## src/rtl/tank_motion_controller.sv

```systemverilog
`default_nettype none
// ============================================================================
// Module   : tank_motion_controller
// Purpose  : Per-frame sprite motion with playfield clamping, plus a fire
//            request/acknowledge handshake followed by a frame-counted cooldown.
// Revision : 1.0  initial release
// ============================================================================
module tank_motion_controller #(
    parameter int X_MIN           = 0,
    parameter int X_MAX           = 623,
    parameter int Y_MIN           = 0,
    parameter int Y_MAX           = 463,
    parameter int START_X         = 320,
    parameter int START_Y         = 240,
    parameter int STEP            = 2,
    parameter int COOLDOWN_FRAMES = 30
) (
    input  logic       Clk,
    input  logic       Reset_n,
    input  logic       frame_tick,
    input  logic [7:0] keycode,
    input  logic [1:0] orientation,
    output logic [9:0] pos_x,
    output logic [9:0] pos_y,
    output logic       moving,
    output logic       fire_req,
    input  logic       fire_ack,
    output logic [1:0] fire_dir,
    output logic [9:0] fire_x,
    output logic [9:0] fire_y,
    output logic       cooldown_active
);

    localparam logic [7:0]  C_KEY_LEFT  = 8'h04;
    localparam logic [7:0]  C_KEY_RIGHT = 8'h07;
    localparam logic [7:0]  C_KEY_DOWN  = 8'h16;
    localparam logic [7:0]  C_KEY_UP    = 8'h1A;
    localparam logic [7:0]  C_KEY_FIRE  = 8'h2C;
    localparam logic [10:0] C_STEP      = 11'(STEP);
    localparam logic [10:0] C_X_MIN     = 11'(X_MIN);
    localparam logic [10:0] C_X_MAX     = 11'(X_MAX);
    localparam logic [10:0] C_Y_MIN     = 11'(Y_MIN);
    localparam logic [10:0] C_Y_MAX     = 11'(Y_MAX);
    localparam logic [7:0]  C_COOLDOWN  = 8'(COOLDOWN_FRAMES);

    typedef enum logic [1:0] {
        S_IDLE     = 2'd0,
        S_FIRE_REQ = 2'd1,
        S_COOLDOWN = 2'd2
    } state_t;

    state_t     state_q, state_d;
    logic [9:0] pos_x_q, pos_x_d;
    logic [9:0] pos_y_q, pos_y_d;
    logic       moving_q, moving_d;
    logic [1:0] fire_dir_q, fire_dir_d;
    logic [9:0] fire_x_q, fire_x_d;
    logic [9:0] fire_y_q, fire_y_d;
    logic [7:0] cnt_q, cnt_d;

    // 11-bit arithmetic so a step past either bound cannot wrap before clamping
    function automatic logic [9:0] step_up(input logic [9:0] p, input logic [10:0] lim);
        logic [10:0] s;
        s = {1'b0, p} + C_STEP;
        return (s > lim) ? lim[9:0] : s[9:0];
    endfunction

    function automatic logic [9:0] step_down(input logic [9:0] p, input logic [10:0] lim);
        logic [10:0] s;
        s = {1'b0, p} - C_STEP;
        return ({1'b0, p} < (lim + C_STEP)) ? lim[9:0] : s[9:0];
    endfunction

    always_comb begin
        pos_x_d  = pos_x_q;
        pos_y_d  = pos_y_q;
        moving_d = moving_q;
        if (frame_tick) begin
            case (keycode)
                C_KEY_LEFT:  pos_x_d = step_down(pos_x_q, C_X_MIN);
                C_KEY_RIGHT: pos_x_d = step_up(pos_x_q, C_X_MAX);
                C_KEY_DOWN:  pos_y_d = step_up(pos_y_q, C_Y_MAX);
                C_KEY_UP:    pos_y_d = step_down(pos_y_q, C_Y_MIN);
                default:     ;
            endcase
            moving_d = (pos_x_d != pos_x_q) || (pos_y_d != pos_y_q);
        end
    end

    always_comb begin
        state_d         = state_q;
        cnt_d           = cnt_q;
        fire_dir_d      = fire_dir_q;
        fire_x_d        = fire_x_q;
        fire_y_d        = fire_y_q;
        fire_req        = 1'b0;
        cooldown_active = 1'b0;
        case (state_q)
            S_IDLE: begin
                // Fire key cannot also be a movement key, so pos_*_q is the pre-move value
                if (frame_tick && (keycode == C_KEY_FIRE)) begin
                    state_d    = S_FIRE_REQ;
                    fire_dir_d = orientation;
                    fire_x_d   = pos_x_q;
                    fire_y_d   = pos_y_q;
                end
            end
            S_FIRE_REQ: begin
                fire_req = 1'b1;
                if (fire_ack) begin
                    state_d = S_COOLDOWN;
                    cnt_d   = C_COOLDOWN;
                end
            end
            S_COOLDOWN: begin
                cooldown_active = 1'b1;
                if (frame_tick) begin
                    if (cnt_q <= 8'd1) begin
                        state_d = S_IDLE;
                        cnt_d   = 8'd0;
                    end else begin
                        cnt_d = cnt_q - 8'd1;
                    end
                end
            end
            default: state_d = S_IDLE;
        endcase
    end

    always_ff @(posedge Clk or negedge Reset_n) begin
        if (!Reset_n) begin
            state_q    <= S_IDLE;
            pos_x_q    <= 10'(START_X);
            pos_y_q    <= 10'(START_Y);
            moving_q   <= 1'b0;
            fire_dir_q <= 2'b00;
            fire_x_q   <= 10'd0;
            fire_y_q   <= 10'd0;
            cnt_q      <= 8'd0;
        end else begin
            state_q    <= state_d;
            pos_x_q    <= pos_x_d;
            pos_y_q    <= pos_y_d;
            moving_q   <= moving_d;
            fire_dir_q <= fire_dir_d;
            fire_x_q   <= fire_x_d;
            fire_y_q   <= fire_y_d;
            cnt_q      <= cnt_d;
        end
    end

    assign pos_x    = pos_x_q;
    assign pos_y    = pos_y_q;
    assign moving   = moving_q;
    assign fire_dir = fire_dir_q;
    assign fire_x   = fire_x_q;
    assign fire_y   = fire_y_q;

endmodule
`default_nettype wire

```

## config.mk

```make
export PLATFORM = sky130hd
export DESIGN_NAME = tank_motion_controller
export DESIGN_NICKNAME = d
export VERILOG_FILES = /design/src/rtl/tank_motion_controller.sv
export SDC_FILE = /design/constraint.sdc
export NUM_CORES = 1
export LEC_CHECK = 0
export CAP_MARGIN = 20
export CORE_MARGIN = 2
export CORE_UTILIZATION = 55
export CTS_BUF_LIST = sky130_fd_sc_hd__clkbuf_16
export DETAILED_ROUTE_END_ITERATION = 8
export GPL_TIMING_DRIVEN = 0
export PLACE_DENSITY = 0.81
export SETUP_SLACK_MARGIN = 0.05
export SLEW_MARGIN = 20
export SYNTH_ARGS = -nofsm -noshare
export SYNTH_HDL_FRONTEND = slang
export SYNTH_SLANG_ARGS = --single-unit
```

## constraint.sdc

```tcl
create_clock -name Clk -period 4.5 [get_ports Clk]
set_clock_uncertainty 0.15 [all_clocks]
set_input_delay 1.35 -clock Clk [delete_from_list [all_inputs] [get_ports Clk]]
set_output_delay 1.35 -clock Clk [all_outputs]
set_load 0.02 [all_outputs]
```

==> results.json <==
{
  "status": "finished, final reports clean",
  "cts_tree": "done",
  "fp.dieH_um": 89.95,
  "hold_viol_final": 0,
  "seq_power_share_pct": 42.7,
  "clkPwrFrac_pct": 31.1,
  "grt_overflow": 0,
  "start_util_pct": 56.31,
  "synth.area.top_cells": "dfrtp_1, o21ai_0, mux2_2",
  "wirelength_mm": 12.72,
  "r2r_end": "moving",
  "critPathMaxStageDelay_ps": 640,
  "syn_area_um2": 4063,
  "ys.flop_type": "dfrtp_1",
  "syn-num-nets": 523,
  "cts_root_buffer": "clkbuf_16",
  "core_um2": 7214,
  "grt_pass1_vias": 4023,
  "vias": 4318,
  "design.die.area_um2": 8090,
  "drtIter0Drc": 344,
  "clock_latency_ps": 290,
  "worst_pin_slew_ps": 1033,
  "cts_buffer_depth": 2,
  "yosysTopAreaCellShare_pct": 28.95,
  "diodes": 0,
  "worstPathRequired_ps": 4530,
  "multi_input_area_um2": 2556,
  "final_core_util_pct": 68.78,
  "path_max_fanout": 10,
  "crit_chain": "clkdlybuf4s50_1 -> nand4bb_1 -> nor3_1 -> o21ai_0 -> nor2_1 -> o211ai_1 -> a22o_1",
  "ioPinCount": 59,
  "hp-class": "register to register",
  "cts.sinks": 53,
  "gp_congestion": 0.9888,
  "cts-hold-fix-buffers": 0,
  "drive_gt1_share_pct": 10.74,
  "ys_ff_latch": 53,
  "reg2reg_slack_ps": 850,
  "track_usage_pct": 30.85,
  "slowest_stage": "nor2_1",
  "setup-violations-final": 0,
  "synth-edff-count": 0,
  "rows": 31,
  "internal_power_uw": 864.6,
  "hpwl_mm": 9.384,
  "synth_cell_types": 72,
  "hp-start": "cnt_q[7]",
  "rsz0062_at_grt": "false",
  "p_leak_nw": 1.955,
  "slew_headroom_pct": 30.60,
  "ys_async_sr_fraction_pct": 100.0,
  "path_clk_slew_ps": 80,
  "syn2layout_area_growth_pct": 22.14,
  "yosysWarnings": 0,
  "antenna_found_initial": 0,
  "avgSynthCellArea_um2": 8.109,
  "viasPerCell": 6.474,
  "max_freq_ghz": 0.2371,
  "critPathArrivalTime_ps": 4250,
  "grt_max_degree": 54,
  "fillCellCount": 612,
  "wire_per_inst_um": 19.07,
  "p_switching_uw": 439.9,
  "pre_cts_slack_ps": -157.5,
  "hold_end": "cnt_q[7]",
  "critical_path_class": "primary input to register",
  "yosysSeqAreaShare_pct": 32.83,
  "r2r-start": "pos_y[1]",
  "synth_common_cells": "dfrtp_1, nor2_1, nand2_1",
  "worst_setup_path_start_kind": "primary input",
  "holdWs_ps": 342.0,
  "total_power_mw": 1.305,
  "synth_cells": 501,
  "slew_violations": 0,
  "first_pass_iters": 5,
  "critPathCaptureType": "register",
  "pwr_density_cell_nw_per_um2": 262.9,
  "ff2ff_path_depth": 11,
  "die_width_um": 89.95,
  "comb_power_share_pct": 26.2,
  "timing.final.ws_setup_ps": 282.8,
  "grt_pass1_wl_mm": 20.40,
  "fin_setup_tns_ps": 0,
  "finalCriticalPeriod_ps": 4217,
  "portBuffers": 58,
  "period_share_pct": 93.72,
  "swShare_pct": 33.72,
  "antenna_left": 0,
  "ir_worst_vdd_v": 0.0002384,
  "numCtsBuffers": 5,
  "post-synth-top-area-cell": "dfrtp_1",
  "drv_cap": 0,
  "nNetsFinal": 589,
  "h-tree-depth": 2,
  "min_path_cells": 1,
  "seqCellArea_um2": 1334,
  "drc": 0
}
sequential cells by signal (all words and copies together) (netlist names):
signal / cells
fire_y: 10
pos_x: 10
state_q: 2
fire_x: 10
fire_dir: 2
cnt_q: 8
pos_y: 10
moving: 1
placed cells by master (no fill, tap or decap), types with 9 or more instances in the layout:
cell type / instances
o21ai_0: 43
clkdlybuf4s50_1: 53
nor2b_1: 9
nand2_1: 44
xnor2_1: 11
nor4_1: 10
clkbuf_1: 20
nand4_1: 9
dfrtp_1: 47
nor3_1: 18
a31oi_1: 13
a21oi_1: 29
nand3_1: 17
mux2_2: 17
nor2_1: 45
inv_1: 19
power by group through the flow:
stage	Combinational, mW	Clock [mW]	Sequential (mW)
after CTS	0.337	0.416	0.556
final	0.341	0.405	0.558
after global routing	0.373	0.430	0.563
after detailed placement	0.336	0	0.565
after global placement	0.330	0	0.564
after floorplan	0.198	0	0.580
worst max-delay path, delay by kind of cell:
family                 cells  cell delay, ps
buffers and inverters      1             520
AO/OA/AOI/OAI              3             830
AND/OR/NAND/NOR            3            1540
final cells by class:
class	count	share of cell area, %
timing repair buffer	59	12.00
inverter	19	1.437
sequential	53	26.88
buffer	30	2.572
tap	99	2.496
multi-input combinational	399	51.51
clock buffer	5	2.521
clock inverter	3	0.5799
logic make-up (layout without fill, tap and decap cells):
group,Yosys count,count (layout),synth area share (%)
compound gates,160,160,26.33
xor+xnor,11,11,2.371
fa+ha+maj,8,8,2.464
buf+inv,49,116,4.897
flops,53,53,32.83
mux,19,19,5.205
simple gates,201,201,25.90
worst max-delay path by stage:
stage / from / endpoint / cells past startpoint
4_1_cts: keycode[3] / moving / 10
3_5_place_dp: keycode[3] / moving / 10
2_1_floorplan: keycode[3] / moving / 9
3_3_place_gp: keycode[5] / moving / 10
5_1_grt: keycode[5] / moving / 10
6_report: keycode[5] / pos_y[3] / 7
stage by stage:
stage          std cells  cell area, µm²
2_1_floorplan        501            4063
3_3_place_gp         658            4767
3_5_place_dp         658            4771
4_1_cts              666            4925
5_1_grt              667            4962
6_report             667            4962
layer usage:
metal  up-vias  routed length (µm)  GRT usage, %
met1      2034                5406         42.76
li1       2016                   -             -
met3        27                1056         5.197
met5         -                   0             0
met4         0                 250         9.103
met2       241                6008         50.00
repair_timing:
item,4_1_cts,5_1_grt
endpoints found under the setup margin,0,2
buffers inserted,0,1
resized for setup,0,8
(Power assumes the default switching activity.)
